## src/rtl/calc_requester_if.sv

```systemverilog
// Bundle of request, calculator and response signals for calc_requester.
// slave is the requester's view; master is the view of the surrounding environment.
interface calc_requester_if;
    logic        req_valid;
    logic        req_ready;
    logic [7:0]  req_a;
    logic [7:0]  req_b;
    logic [7:0]  req_c;
    logic [1:0]  req_op;
    logic [7:0]  calc_a;
    logic [7:0]  calc_b;
    logic [7:0]  calc_c;
    logic [1:0]  calc_op;
    logic [7:0]  calc_res;
    logic        calc_cout;
    logic        resp_valid;
    logic        resp_ready;
    logic [7:0]  resp_res;
    logic        resp_cout;
    logic        resp_mismatch;
    logic [15:0] txn_count;
    logic [7:0]  err_count;

    modport slave (
        input  req_valid, req_a, req_b, req_c, req_op,
        output req_ready,
        output calc_a, calc_b, calc_c, calc_op,
        input  calc_res, calc_cout,
        output resp_valid, resp_res, resp_cout, resp_mismatch,
        input  resp_ready,
        output txn_count, err_count
    );

    modport master (
        output req_valid, req_a, req_b, req_c, req_op,
        input  req_ready,
        input  calc_a, calc_b, calc_c, calc_op,
        output calc_res, calc_cout,
        input  resp_valid, resp_res, resp_cout, resp_mismatch,
        output resp_ready,
        input  txn_count, err_count
    );
endinterface

```

## src/rtl/calc_requester.sv

```systemverilog
// Drives one operand set to an external calculator, waits SETTLE_CYCLES, then returns its result.
// Define CALC_REQUESTER_CHECK_EN to add the result checker (resp_mismatch / err_count).
module calc_requester #(
    parameter int SETTLE_CYCLES = 2
) (
    input logic          clk,
    input logic          rst,
    calc_requester_if.slave bus
);
    typedef enum logic [1:0] {IDLE, SETTLE, RESP} state_e;

    localparam logic [3:0] SETTLE_INIT = 4'(SETTLE_CYCLES - 1);

    state_e      state_q, state_d;
    logic [3:0]  cnt_q, cnt_d;
    logic [7:0]  calc_a_q, calc_a_d, calc_b_q, calc_b_d, calc_c_q, calc_c_d;
    logic [1:0]  calc_op_q, calc_op_d;
    logic [7:0]  resp_res_q, resp_res_d;
    logic        resp_cout_q, resp_cout_d;
    logic [15:0] txn_count_q, txn_count_d;
    logic        accept, capture, resp_hs;

    assign accept  = (state_q == IDLE) && bus.req_valid;
    assign capture = (state_q == SETTLE) && (cnt_q == 4'd0);
    assign resp_hs = (state_q == RESP) && bus.resp_ready;

    always_ff @(posedge clk) begin
        if (rst) begin
            state_q     <= IDLE;
            cnt_q       <= 4'd0;
            calc_a_q    <= 8'd0;
            calc_b_q    <= 8'd0;
            calc_c_q    <= 8'd0;
            calc_op_q   <= 2'd0;
            resp_res_q  <= 8'd0;
            resp_cout_q <= 1'b0;
            txn_count_q <= 16'd0;
        end else begin
            state_q     <= state_d;
            cnt_q       <= cnt_d;
            calc_a_q    <= calc_a_d;
            calc_b_q    <= calc_b_d;
            calc_c_q    <= calc_c_d;
            calc_op_q   <= calc_op_d;
            resp_res_q  <= resp_res_d;
            resp_cout_q <= resp_cout_d;
            txn_count_q <= txn_count_d;
        end
    end

    always_comb begin
        state_d = state_q;
        case (state_q)
            IDLE:    if (bus.req_valid) state_d = SETTLE;
            SETTLE:  if (cnt_q == 4'd0) state_d = RESP;
            RESP:    if (bus.resp_ready) state_d = IDLE;
            default: state_d = IDLE;
        endcase
    end

    // Handshake outputs decode registered state only, so resp_ready never reaches req_ready.
    always_comb begin
        bus.req_ready  = (state_q == IDLE);
        bus.resp_valid = (state_q == RESP);
    end

    always_comb begin
        cnt_d       = cnt_q;
        calc_a_d    = calc_a_q;
        calc_b_d    = calc_b_q;
        calc_c_d    = calc_c_q;
        calc_op_d   = calc_op_q;
        resp_res_d  = resp_res_q;
        resp_cout_d = resp_cout_q;
        txn_count_d = txn_count_q;
        if (accept) begin
            cnt_d     = SETTLE_INIT;
            calc_a_d  = bus.req_a;
            calc_b_d  = bus.req_b;
            calc_c_d  = bus.req_c;
            calc_op_d = bus.req_op;
        end else if (state_q == SETTLE && cnt_q != 4'd0) begin
            cnt_d = cnt_q - 4'd1;
        end
        if (capture) begin
            resp_res_d  = bus.calc_res;
            resp_cout_d = bus.calc_cout;
        end
        if (resp_hs && txn_count_q != 16'hFFFF)
            txn_count_d = txn_count_q + 16'd1;
    end

    assign bus.calc_a    = calc_a_q;
    assign bus.calc_b    = calc_b_q;
    assign bus.calc_c    = calc_c_q;
    assign bus.calc_op   = calc_op_q;
    assign bus.resp_res  = resp_res_q;
    assign bus.resp_cout = resp_cout_q;
    assign bus.txn_count = txn_count_q;

`ifdef CALC_REQUESTER_CHECK_EN
    logic [7:0] exp_q, exp_d;
    logic       mismatch_q, mismatch_d;
    logic [7:0] err_count_q, err_count_d;

    always_ff @(posedge clk) begin
        if (rst) begin
            exp_q       <= 8'd0;
            mismatch_q  <= 1'b0;
            err_count_q <= 8'd0;
        end else begin
            exp_q       <= exp_d;
            mismatch_q  <= mismatch_d;
            err_count_q <= err_count_d;
        end
    end

    // Expected value is fixed at acceptance; the negated operand follows req_op.
    always_comb begin
        exp_d       = exp_q;
        mismatch_d  = mismatch_q;
        err_count_d = err_count_q;
        if (accept) begin
            case (bus.req_op)
                2'b01:   exp_d = bus.req_b + bus.req_c - bus.req_a;
                2'b10:   exp_d = bus.req_a - bus.req_b + bus.req_c;
                2'b11:   exp_d = bus.req_a + bus.req_b - bus.req_c;
                default: exp_d = bus.req_a + bus.req_b + bus.req_c;
            endcase
        end
        if (capture)
            mismatch_d = (bus.calc_res != exp_q);
        if (resp_hs && mismatch_q && err_count_q != 8'hFF)
            err_count_d = err_count_q + 8'd1;
    end

    assign bus.resp_mismatch = mismatch_q;
    assign bus.err_count     = err_count_q;
`else
    assign bus.resp_mismatch = 1'b0;
    assign bus.err_count     = 8'd0;
`endif
endmodule

```

## src/flat_wrapper.sv

```systemverilog
// flat-port wrapper written by rule: the top's interface ports become plain ports
module calc_requester_flat 
#(
    parameter int SETTLE_CYCLES = 2
)
  (clk, rst, bus_req_valid, bus_req_a, bus_req_b, bus_req_c, bus_req_op, bus_req_ready, bus_calc_a, bus_calc_b, bus_calc_c, bus_calc_op, bus_calc_res, bus_calc_cout, bus_resp_valid, bus_resp_res, bus_resp_cout, bus_resp_mismatch, bus_resp_ready, bus_txn_count, bus_err_count);
  calc_requester_if bus_i ();
  input logic clk;
  input logic rst;
  input wire logic [$bits(bus_i.req_valid)-1:0] bus_req_valid;
  input wire logic [$bits(bus_i.req_a)-1:0] bus_req_a;
  input wire logic [$bits(bus_i.req_b)-1:0] bus_req_b;
  input wire logic [$bits(bus_i.req_c)-1:0] bus_req_c;
  input wire logic [$bits(bus_i.req_op)-1:0] bus_req_op;
  output wire logic [$bits(bus_i.req_ready)-1:0] bus_req_ready;
  output wire logic [$bits(bus_i.calc_a)-1:0] bus_calc_a;
  output wire logic [$bits(bus_i.calc_b)-1:0] bus_calc_b;
  output wire logic [$bits(bus_i.calc_c)-1:0] bus_calc_c;
  output wire logic [$bits(bus_i.calc_op)-1:0] bus_calc_op;
  input wire logic [$bits(bus_i.calc_res)-1:0] bus_calc_res;
  input wire logic [$bits(bus_i.calc_cout)-1:0] bus_calc_cout;
  output wire logic [$bits(bus_i.resp_valid)-1:0] bus_resp_valid;
  output wire logic [$bits(bus_i.resp_res)-1:0] bus_resp_res;
  output wire logic [$bits(bus_i.resp_cout)-1:0] bus_resp_cout;
  output wire logic [$bits(bus_i.resp_mismatch)-1:0] bus_resp_mismatch;
  input wire logic [$bits(bus_i.resp_ready)-1:0] bus_resp_ready;
  output wire logic [$bits(bus_i.txn_count)-1:0] bus_txn_count;
  output wire logic [$bits(bus_i.err_count)-1:0] bus_err_count;
  assign bus_i.req_valid = bus_req_valid;
  assign bus_i.req_a = bus_req_a;
  assign bus_i.req_b = bus_req_b;
  assign bus_i.req_c = bus_req_c;
  assign bus_i.req_op = bus_req_op;
  assign bus_req_ready = bus_i.req_ready;
  assign bus_calc_a = bus_i.calc_a;
  assign bus_calc_b = bus_i.calc_b;
  assign bus_calc_c = bus_i.calc_c;
  assign bus_calc_op = bus_i.calc_op;
  assign bus_i.calc_res = bus_calc_res;
  assign bus_i.calc_cout = bus_calc_cout;
  assign bus_resp_valid = bus_i.resp_valid;
  assign bus_resp_res = bus_i.resp_res;
  assign bus_resp_cout = bus_i.resp_cout;
  assign bus_resp_mismatch = bus_i.resp_mismatch;
  assign bus_i.resp_ready = bus_resp_ready;
  assign bus_txn_count = bus_i.txn_count;
  assign bus_err_count = bus_i.err_count;
  calc_requester #(.SETTLE_CYCLES(SETTLE_CYCLES)) u_core (.clk(clk), .rst(rst), .bus(bus_i));
endmodule
```

## config.mk

```make
export PLATFORM = sky130hd
export DESIGN_NAME = calc_requester_flat
export DESIGN_NICKNAME = d
export VERILOG_FILES = /design/src/rtl/calc_requester_if.sv /design/src/rtl/calc_requester.sv /design/src/flat_wrapper.sv
export SDC_FILE = /design/constraint.sdc
export NUM_CORES = 1
export LEC_CHECK = 0
export ABC_AREA = 1
export CORE_MARGIN = 10
export CORE_UTILIZATION = 43
export CTS_CLUSTER_DIAMETER = 120
export DETAILED_ROUTE_END_ITERATION = 8
export PLACE_DENSITY = 0.91
export SETUP_SLACK_MARGIN = 0.3
export SLEW_MARGIN = 20
export SYNTH_ARGS = -nofsm -noshare
export SYNTH_HDL_FRONTEND = slang
export SYNTH_SLANG_ARGS = --single-unit
```

## constraint.sdc

```tcl
create_clock -name clk -period 1.8 [get_ports clk]
set_input_delay 0.27 -clock clk [delete_from_list [all_inputs] [get_ports clk]]
set_output_delay 0.27 -clock clk [all_outputs]
set_load 0.02 [all_outputs]
```

==> results_dict.tcl <==
set metrics [dict create \
    drcViolationCount 0 \
    fin_crit_ns 1.44 \
    finalHoldViolCount 0 \
    clock_sinks 57 \
    route.vias.total 2679 \
    cts_buffer_depth 2 \
    yosys-top-cells-area "dfxtp_1 (45%), nor2_1 (15%), nand2_1 (8.4%)" \
    vias_per_cell 5.01 \
    timing.rr.start "u_core.bus.txn_count[5]" \
    cts_tree "yes" \
    synth.distinct_cells 28 \
    grt_pass1_vias 2742 \
    seq_area_sq_um 1150 \
    dp_slack_ns 0.170 \
    rsz0062_at_grt "false" \
    grt_overflow 0 \
    critPathBufInv 1 \
    groute.usage.overall_pct 16.0 \
    async_flop_share_pct 0 \
    arrival_ns 1.17 \
    path_cells "dlygate4sd2_1" \
    critical_path_required_ns 1.53 \
    final_cells 535 \
    clk_pin_slew_ns 0.06 \
    timing.rr.end "u_core.bus.txn_count[0]" \
    path_class "reg2out" \
    core-area_sq_um 5610 \
    final_nets 500 \
    cp_slowest_cell "dfxtp_1" \
    drtIter0Drc 154 \
    p_per_area_nw_per_um2 910 \
    max_freq_ghz 0.695 \
    fp.dieH_um 96.9 \
    worstSetupStartpointType "flip-flop" \
    final_common_cell "nor2_1" \
    final_area_sq_um 3720 \
    setup-violations-final 0 \
    cts_setup_buffers 0 \
    fin_ws_ns 0.361 \
    synth_top_area_cell "dfxtp_1" \
    fillers 495 \
    start_util_pct 45.3 \
    clockRootBuffer "clkbuf_8" \
    ir_drop_mv 0.607 \
    finalSetupTns_ns 0 \
    holdPathStages 2 \
    die_x_um 96.9 \
    leakagePower_nw 1.71 \
    cp_top_family "flip-flops" \
    drt_wl_total_um 7780 \
    status "finished clean" \
    synth_edf_count 0 \
    clk_latency_ns 0.34 \
    cp_max_fo 6 \
    multi_input_area_sq_um 1250 \
    htreeDepth 3 \
    grt_first_pass_wirelength_um 12700 \
    reg2reg_depth 8 \
    yosysWarnings 0 \
    first_pass_iters 5 \
    dp_cells 519 \
    place_hpwl_um 5770 \
    netlist_instances 362 \
    whs_endpoint "u_core.cnt_q[0]" \
    avgSynthCellArea_sq_um 7.02 \
    synthFlopType "dfxtp_1" \
    r2r_setup_slack_ns 0.41 \
    worstSetupPathDepth 1 \
    areaGrowthSynthToFinish_pct 46.3 \
    row_count 27 \
    synth_seq_cells 57 \
    synth_top_area_share_pct 44.9 \
    critPathMaxStageDelay_ns 0.45 \
    skew_ns 0.00594 \
    finalMaxSlewViolations 0 \
    netlist_area_sq_um 2540 \
    max-cap-violations 0 \
    cts_made_buffers 9 \
    hp-class "reg2reg" \
    yosysSeqAreaShare_pct 44.9 \
    hp-start "u_core.cnt_q[0]" \
    drtAntennaViolNets 0 \
    grt_antenna_before_repair 0 \
    gp_congestion 0.894 \
    ios 101 \
    diodes 0 \
    grt_start_max_net_pins 40 \
    io_buffers 91 \
    routedWlPerCell_um 14.5 \
    critPathCaptureType "primary output" \
    post_dp_cell_area_sq_um 3510 \
    finalCritPeriodShare_pct 80.0 \
    drive_above_1_share_pct 11.0 \
    die_area_sq_um 9390 \
    layout_common_cells "nor2_1 (99), nand2_1 (57), dlygate4sd2_1 (51), dfxtp_1 (51)" \
]
[where the power goes]
group	switching [W]	internal, W	leakage (nW)	total [W]
clock network	0.000500	0.000886	0.116	0.00139
logic	0.000354	0.000245	1.12	0.000599
registers	0.0000445	0.00135	0.470	0.00140
[routing by layer]
layer | vias to the layer above | wire length (um) | GRT usage (%) | part of all wire [%]
li1 | 1323 | - | - | -
met1 | 1216 | 2630 | 14.0 | 34
met2 | 125 | 3710 | 27.4 | 48
met3 | 15 | 1300 | 11.8 | 17
met4 | 0 | 131 | 6.76 | 1.7
met5 | - | 0 | 0 | 0
[what timing repair did]
item                                    in CTS  in global routing
endpoints found under the setup margin      63                 16
pin swaps                                    0                  1
gates resized for setup                     55                 16
hold buffers                                 0                  0
gates cloned                                 0                  1
[flip-flops by register name, summed over array words and instances, names as in the netlist]
name / count
u_core.bus.calc_a: 8
u_core.bus.calc_b: 8
u_core.bus.calc_c: 8
u_core.bus.calc_op: 2
u_core.bus.resp_cout: 1
u_core.bus.resp_res: 8
u_core.bus.txn_count: 16
u_core.cnt_q: 4
u_core.state_q: 2
[metrics by stage]
step / utilization, % / hold WS [ns] / total power [W]
floorplan: - / 0.435 / 0.00177
global placement: 62.5 / 0.453 / 0.00207
detailed placement: 62.5 / 0.469 / 0.00209
CTS: 65.6 / 0.478 / 0.00341
global route: 66.3 / 0.493 / 0.00354
finish: 66.3 / 0.475 / 0.00338
[synth_stat cells (2+ instances only)]
| cell | n |
|---|---|
| nand3_1 | 15 |
| nor2_2 | 4 |
| nand2_1 | 57 |
| clkbuf_1 | 7 |
| inv_2 | 2 |
| dfxtp_1 | 57 |
| buf_4 | 11 |
| nor3_1 | 4 |
| nand4_1 | 3 |
| nor2_1 | 102 |
| inv_1 | 24 |
| a21oi_1 | 14 |
| o21ai_0 | 38 |
| nor2_4 | 3 |
| nand3_2 | 3 |
| nand2_2 | 5 |
| ha_1 | 2 |
[worst max-delay path by stage]
stage | slack [ns] | to | start
4_1_cts | 0.29 | bus_resp_valid | u_core.state_q[0]
3_5_place_dp | 0.17 | u_core.bus.txn_count[15] | bus_resp_ready
6_report | 0.36 | bus_txn_count[3] | u_core.bus.txn_count[3]
3_3_place_gp | 0.22 | u_core.bus.txn_count[1] | bus_resp_ready
2_1_floorplan | 0.32 | u_core.bus.txn_count[15] | u_core.bus.txn_count[1]
5_1_grt | 0.25 | u_core.bus.txn_count[9] | u_core.bus.txn_count[5]
[kinds of logic (layout without fill, tap and decap cells)]
kind of cell    after synthesis  after routing  synth area share (%)
fa+ha+maj                     2              2                 0.984
flops                        57             57                  44.9
buf+inv                      47            139                  8.91
simple gates                198            199                  33.4
other cells                   1              9                 0.147
compound gates               55             55                  11.0
xor+xnor                      2              2                 0.689
[worst register-to-register path, cell delays in order, from the launching register on]
cell,delay [ns]
dfxtp_2,0.38
nand2_1,0.11
inv_1,0.08
nand2_1,0.09
nor2_4,0.23
nand2_4,0.13
nand2_2,0.11
nand2_1,0.05
a21oi_1,0.15
[area by class of cell]
| class | count | share of cell area (%) |
|---|---|---|
| multi-input cells | 267 | 33.7 |
| flip-flops and latches | 57 | 30.9 |
| repair buffers | 97 | 24.1 |
| clock buffers | 13 | 4.54 |
| inverters | 27 | 2.73 |
| well taps | 72 | 2.42 |
| clock inverters | 2 | 1.62 |
No activity file was read; power rests on OpenSTA's default activity.
